[config.mk]
export PLATFORM = sky130hd
export DESIGN_NAME = serial_adder_arbiter
export DESIGN_NICKNAME = d
export VERILOG_FILES = /design/src/rtl/serial_adder_arbiter.sv
export SDC_FILE = /design/constraint.sdc
export NUM_CORES = 1
export LEC_CHECK = 0
export ABC_AREA = 1
export CAP_MARGIN = 0
export CORE_AREA = 2 2 102 55
export CTS_BUF_LIST = sky130_fd_sc_hd__clkbuf_16
export DETAILED_ROUTE_END_ITERATION = 8
export DIE_AREA = 0 0 104 57
export GPL_ROUTABILITY_DRIVEN = 0
export PLACE_DENSITY = 0.79
export SLEW_MARGIN = 20
export SYNTH_ARGS = -nofsm -noshare
export SYNTH_HDL_FRONTEND = slang
export SYNTH_SLANG_ARGS = --single-unit
[constraint.sdc]
create_clock -name clk -period 2 [get_ports clk]
set_input_delay 0.4 -clock clk [delete_from_list [all_inputs] [get_ports clk]]
set_output_delay 0.4 -clock clk [all_outputs]
set_load 0.01 [all_outputs]
[src/rtl/serial_adder_arbiter.sv]
// serial_adder_arbiter: shares one serial adder between two requesters.
// Ports: clk, rst (sync, active-high); req0/a0/b0, req1/a1/b1 requests;
//   ack0/ack1 one-cycle completion pulses; result {carry, sum}; busy;
//   adder_load_a/b, adder_en, adder_data_a/b drive the serial adder;
//   adder_sum/adder_cout come back from it.
// Option: define SERIAL_ARB_FIXED_PRIO_EN for fixed priority (req0 wins);
//   otherwise arbitration is round-robin.
module serial_adder_arbiter #(
    parameter int WIDTH = 8,
    parameter int CNT_W = 4
) (
    input  logic             clk,
    input  logic             rst,
    input  logic             req0,
    input  logic [WIDTH-1:0] a0,
    input  logic [WIDTH-1:0] b0,
    input  logic             req1,
    input  logic [WIDTH-1:0] a1,
    input  logic [WIDTH-1:0] b1,
    output logic             ack0,
    output logic             ack1,
    output logic [WIDTH:0]   result,
    output logic             busy,
    output logic             adder_load_a,
    output logic             adder_load_b,
    output logic             adder_en,
    output logic [WIDTH-1:0] adder_data_a,
    output logic [WIDTH-1:0] adder_data_b,
    input  logic             adder_sum,
    input  logic             adder_cout
);

    typedef enum logic [1:0] {
        IDLE,
        LOAD,
        SHIFT,
        DONE
    } state_t;

    localparam logic [CNT_W-1:0] LAST = CNT_W'(WIDTH - 1);

    state_t           state;
    logic [CNT_W-1:0] cnt;
    logic [WIDTH-1:0] sum_sr;
    logic             grant_id;
    logic             pick1;

`ifdef SERIAL_ARB_FIXED_PRIO_EN
    // req1 only wins when req0 is absent
    assign pick1 = req1 & ~req0;
`else
    // prio=1 means req1 is favoured on a tie
    logic prio;
    assign pick1 = req1 & (~req0 | prio);
`endif

    always_ff @(posedge clk) begin
        if (rst) begin
            state        <= IDLE;
            cnt          <= '0;
            sum_sr       <= '0;
            grant_id     <= 1'b0;
            ack0         <= 1'b0;
            ack1         <= 1'b0;
            result       <= '0;
            busy         <= 1'b0;
            adder_load_a <= 1'b0;
            adder_load_b <= 1'b0;
            adder_en     <= 1'b0;
            adder_data_a <= '0;
            adder_data_b <= '0;
`ifndef SERIAL_ARB_FIXED_PRIO_EN
            prio         <= 1'b0;
`endif
        end else begin
            ack0 <= 1'b0;
            ack1 <= 1'b0;
            unique case (state)
                IDLE: begin
                    if (busy) begin
                        // ack cycle: finish the handshake, arbitrate next cycle
                        busy <= 1'b0;
                    end else if (req0 | req1) begin
                        grant_id     <= pick1;
                        adder_data_a <= pick1 ? a1 : a0;
                        adder_data_b <= pick1 ? b1 : b0;
                        busy         <= 1'b1;
                        adder_load_a <= 1'b1;
                        adder_load_b <= 1'b1;
                        state        <= LOAD;
                    end
                end
                LOAD: begin
                    adder_load_a <= 1'b0;
                    adder_load_b <= 1'b0;
                    adder_en     <= 1'b1;
                    cnt          <= '0;
                    sum_sr       <= '0;
                    state        <= SHIFT;
                end
                SHIFT: begin
                    // LSB arrives first, so shift in from the top
                    sum_sr <= {adder_sum, sum_sr[WIDTH-1:1]};
                    cnt    <= cnt + 1'b1;
                    if (cnt == LAST) begin
                        adder_en <= 1'b0;
                        state    <= DONE;
                    end
                end
                DONE: begin
                    // carry register settles the cycle after the last enable
                    result <= {adder_cout, sum_sr};
                    ack0   <= ~grant_id;
                    ack1   <= grant_id;
`ifndef SERIAL_ARB_FIXED_PRIO_EN
                    prio   <= ~grant_id;
`endif
                    state  <= IDLE;
                end
                default: state <= IDLE;
            endcase
        end
    end

endmodule

==> results.txt <==
Cell family with most CP delay = simple AND/OR/NAND/NOR gates
Worst R2R Setup Slack = 0.45 ns
FF-to-FF End = cnt[3]$_SDFFE_PP0P_
Worst r2r src = state[0]$_SDFFE_PP0P_
Hold depth = 1
#FFs+latches synth = 46
Clk root buf = clkbuf_16
Max-cap violations = 0
CP Capture Type = register
Post-Place Cell Area = 2900 µm²
Crit Path Category = primary input to register
Avg Cell Area, Syn = 7.47 µm²
Critical-path top delay cell = clkdlybuf4s50_1
Antenna cell count = 0
Initial antenna violation count = 0
Final TNS setup = 0 ns
Synth top cells by count = 52 x nand2_1, 46 x dfxtp_1, 44 x inv_1, 35 x nand3_1, 25 x nor2_1
Hold-fix buffers at CTS = 0
DRC errors left = 0
Mapped Cells = 291
Post-synth EDFFs = 0
Std cell rows = 19
Port bufs = 68
DP HPWL = 3.89 mm
Layout Area Growth over Synthesis = 39.7%
Share of cells above drive strength 1 = 10.9%
DIE AREA = 5930 µm²
Unrepaired setup endpoints after global routing = no
DR iter-0 viols = 84
Register area share after synthesis = 42.4%
Total clock sinks = 46
Cell depth of the worst flop-to-flop path = 7
I/O pins = 69
CTS Buf Count = 5
First-pass GRT wire length = 8.98 mm
Buf/Inv on CP = 2
All-Layer GR Usage = 19.0%
Starting density of the core = 42.3%
Clk buf depth = 2
CTS tree = done
Yosys top cell by area = dfxtp_1
Pin count of the biggest net entering global routing = 18
Core ar. = 5130 µm²
Fmax = 616 MHz
Post-layout nets = 402
Clk Latency, worst-skew pair = 0.28 ns
Status = completed
Die Y = 57 µm
Most frequent cell after synthesis = nand2_1
Max stage delay on crit path = 0.47 ns
Ys flop type = dfxtp_1
Final Critical Period = 1.62 ns
DRT Pass-1 Iters = 4
DR vias = 2013
P_leak = 1.34 nW
Area of the multi-input gates = 975 µm²
Worst relative slew slack = 67.4%
GRT overflow = 0
Synth top area share = 42.4%
Crit-path cells = clkdlybuf4s50_1 -> nand2_2 -> nand2_2 -> nand2_1 -> nand3_2 -> nand2_1 -> inv_1
Nature of the critical path startpoint = primary input
PD cells = 1230 nW/µm²
Worst EP required = 2.18 ns
DRT Wirelength = 5.40 mm
Yosys cell types = 27
Hold path start = grant_id$_SDFFE_PP0P_
Hold WS = 0.439 ns
Dominant cells by area after synthesis = dfxtp_1 42%, nand2_1 9.0%, nand3_1 8.1%
Final Cycle Share = 81.1%
Crit path DAT = 1.81 ns
Vias in the first global route = 1944
Final Max Slew Viols = 0
Final instance area = 3040 µm²
WHS Endpoint = ack0$_SDFF_PP0_
Max IR drop VDD = 0.471 mV
Reg area = 921 µm²
Fillcell total = 489
Via density = 4.66
CP max FO = 17
Worst hold path type = register to register
Ys async rst share = 0%
Setup Fix Bufs, Post-CTS = 0
YS warnings = 0
Cts repair resizes = 0
Final Hold Viols = 0
Wire length per cell = 12.5 µm
Clock skew = 0.00728 ns
Slew @ Worst Pin = 0.488 ns
Die X = 104 µm
Final core utilization = 59.1%
# H-tree levels = 2
Final ANT Viol Nets = 0
Clock slew at reported path FFs = 0.06 ns
Syn_nets = 335
Final setup vio count = 0
Syn Std Cell Area = 2170 µm²
worst max path at each step:
stage | from | to | slack (ns) | cells after the start
global placement | req1 | adder_data_b[0]$_SDFFE_PP0P_ | 0.18 | 8
floorplan | state[0]$_SDFFE_PP0P_ | state[1]$_SDFFE_PP0P_ | 0.60 | 7
global route | req0 | adder_data_a[0]$_SDFFE_PP0P_ | 0.30 | 7
CTS | req0 | adder_data_a[0]$_SDFFE_PP0P_ | 0.37 | 7
finish | req0 | adder_data_a[0]$_SDFFE_PP0P_ | 0.38 | 7
detailed placement | req0 | adder_data_a[4]$_SDFFE_PP0P_ | 0.13 | 7
routing by layer:
metal  GRT usage (%)  vias to the layer above  wire length, µm
met2            29.9                       64             2260
met3            6.17                        5              456
met5               0                        -                0
met4            4.05                        0               33
met1            26.0                      894             2650
li1                -                     1050                -
area by class of cell:
type	instances	share of cell area [%]
Sequential cell	46	30.3
Clock buffer	5	4.12
Inverter	47	5.89
Multi-Input combinational cell	183	32.1
Tap cell	73	3.01
Timing Repair Buffer	75	24.1
Clock inverter	3	0.412
worst register-to-register path: stages (launching register included):
cell and delay [ns]:
dfxtp_1 0.39, inv_1 0.10, ha_1 0.44, nand2_1 0.08
inv_1 0.07, nand3_1 0.09, and2_1 0.17, nor3_1 0.13
stage by stage:
step                      std cells  setup slack, ns  total power [mW]
final                           432            0.377              3.72
after global routing            432            0.297              4.00
after CTS                       432            0.368              3.75
after detailed placement        424            0.126              2.95
after global placement          424            0.178              2.92
after floorplan                 291            0.604              2.33
layout by cell type (no fill, tap or decap):
cell type | synthesis | routed
nand2_2 | 2 | 2
buf_4 | 1 | 7
nor2_1 | 25 | 25
clkinv_2 | 0 | 1
nand2_4 | 1 | 1
nand3_2 | 9 | 9
inv_4 | 1 | 1
nand3_1 | 35 | 35
and2_1 | 1 | 1
nor3_1 | 4 | 4
clkbuf_16 | 0 | 5
inv_2 | 1 | 1
o21ai_0 | 12 | 12
a21oi_1 | 23 | 23
clkinv_1 | 1 | 2
inv_1 | 44 | 45
nand2_1 | 52 | 52
and3_1 | 1 | 1
a21oi_2 | 10 | 10
dfxtp_1 | 46 | 46
a31o_2 | 1 | 1
nand3_4 | 1 | 1
ha_1 | 6 | 6
clkdlybuf4s50_1 | 0 | 68
cell families (layout without fill, tap and decap cells):
family	after synthesis	after routing	share of synthesized area, %
adder cells (fa/ha/maj)	6	6	3.45
buffers and inverters	62	130	12.8
AO/OA/AOI/OAI	46	46	12.5
flip-flops	46	46	42.4
AND/OR/NAND/NOR	131	131	28.9
registers in the layout, summed over array words and instances (netlist names):
| signal | flops |
|---|---|
| result | 9 |
| busy | 1 |
| prio | 1 |
| state | 2 |
| sum_sr | 8 |
| cnt | 4 |
| adder_data_a | 8 |
| ack0 | 1 |
| grant_id | 1 |
| ack1 | 1 |
| adder_load_b | 1 |
| adder_data_b | 8 |
| adder_en | 1 |
power by group:
group          total (mW)  internal, mW  switching [mW]
sequential           1.27          1.14           0.124
clock               0.782         0.452           0.330
combinational        1.67         0.755           0.916
total                3.72          2.35            1.37
Note: power is estimated with default switching activity, not from simulation.
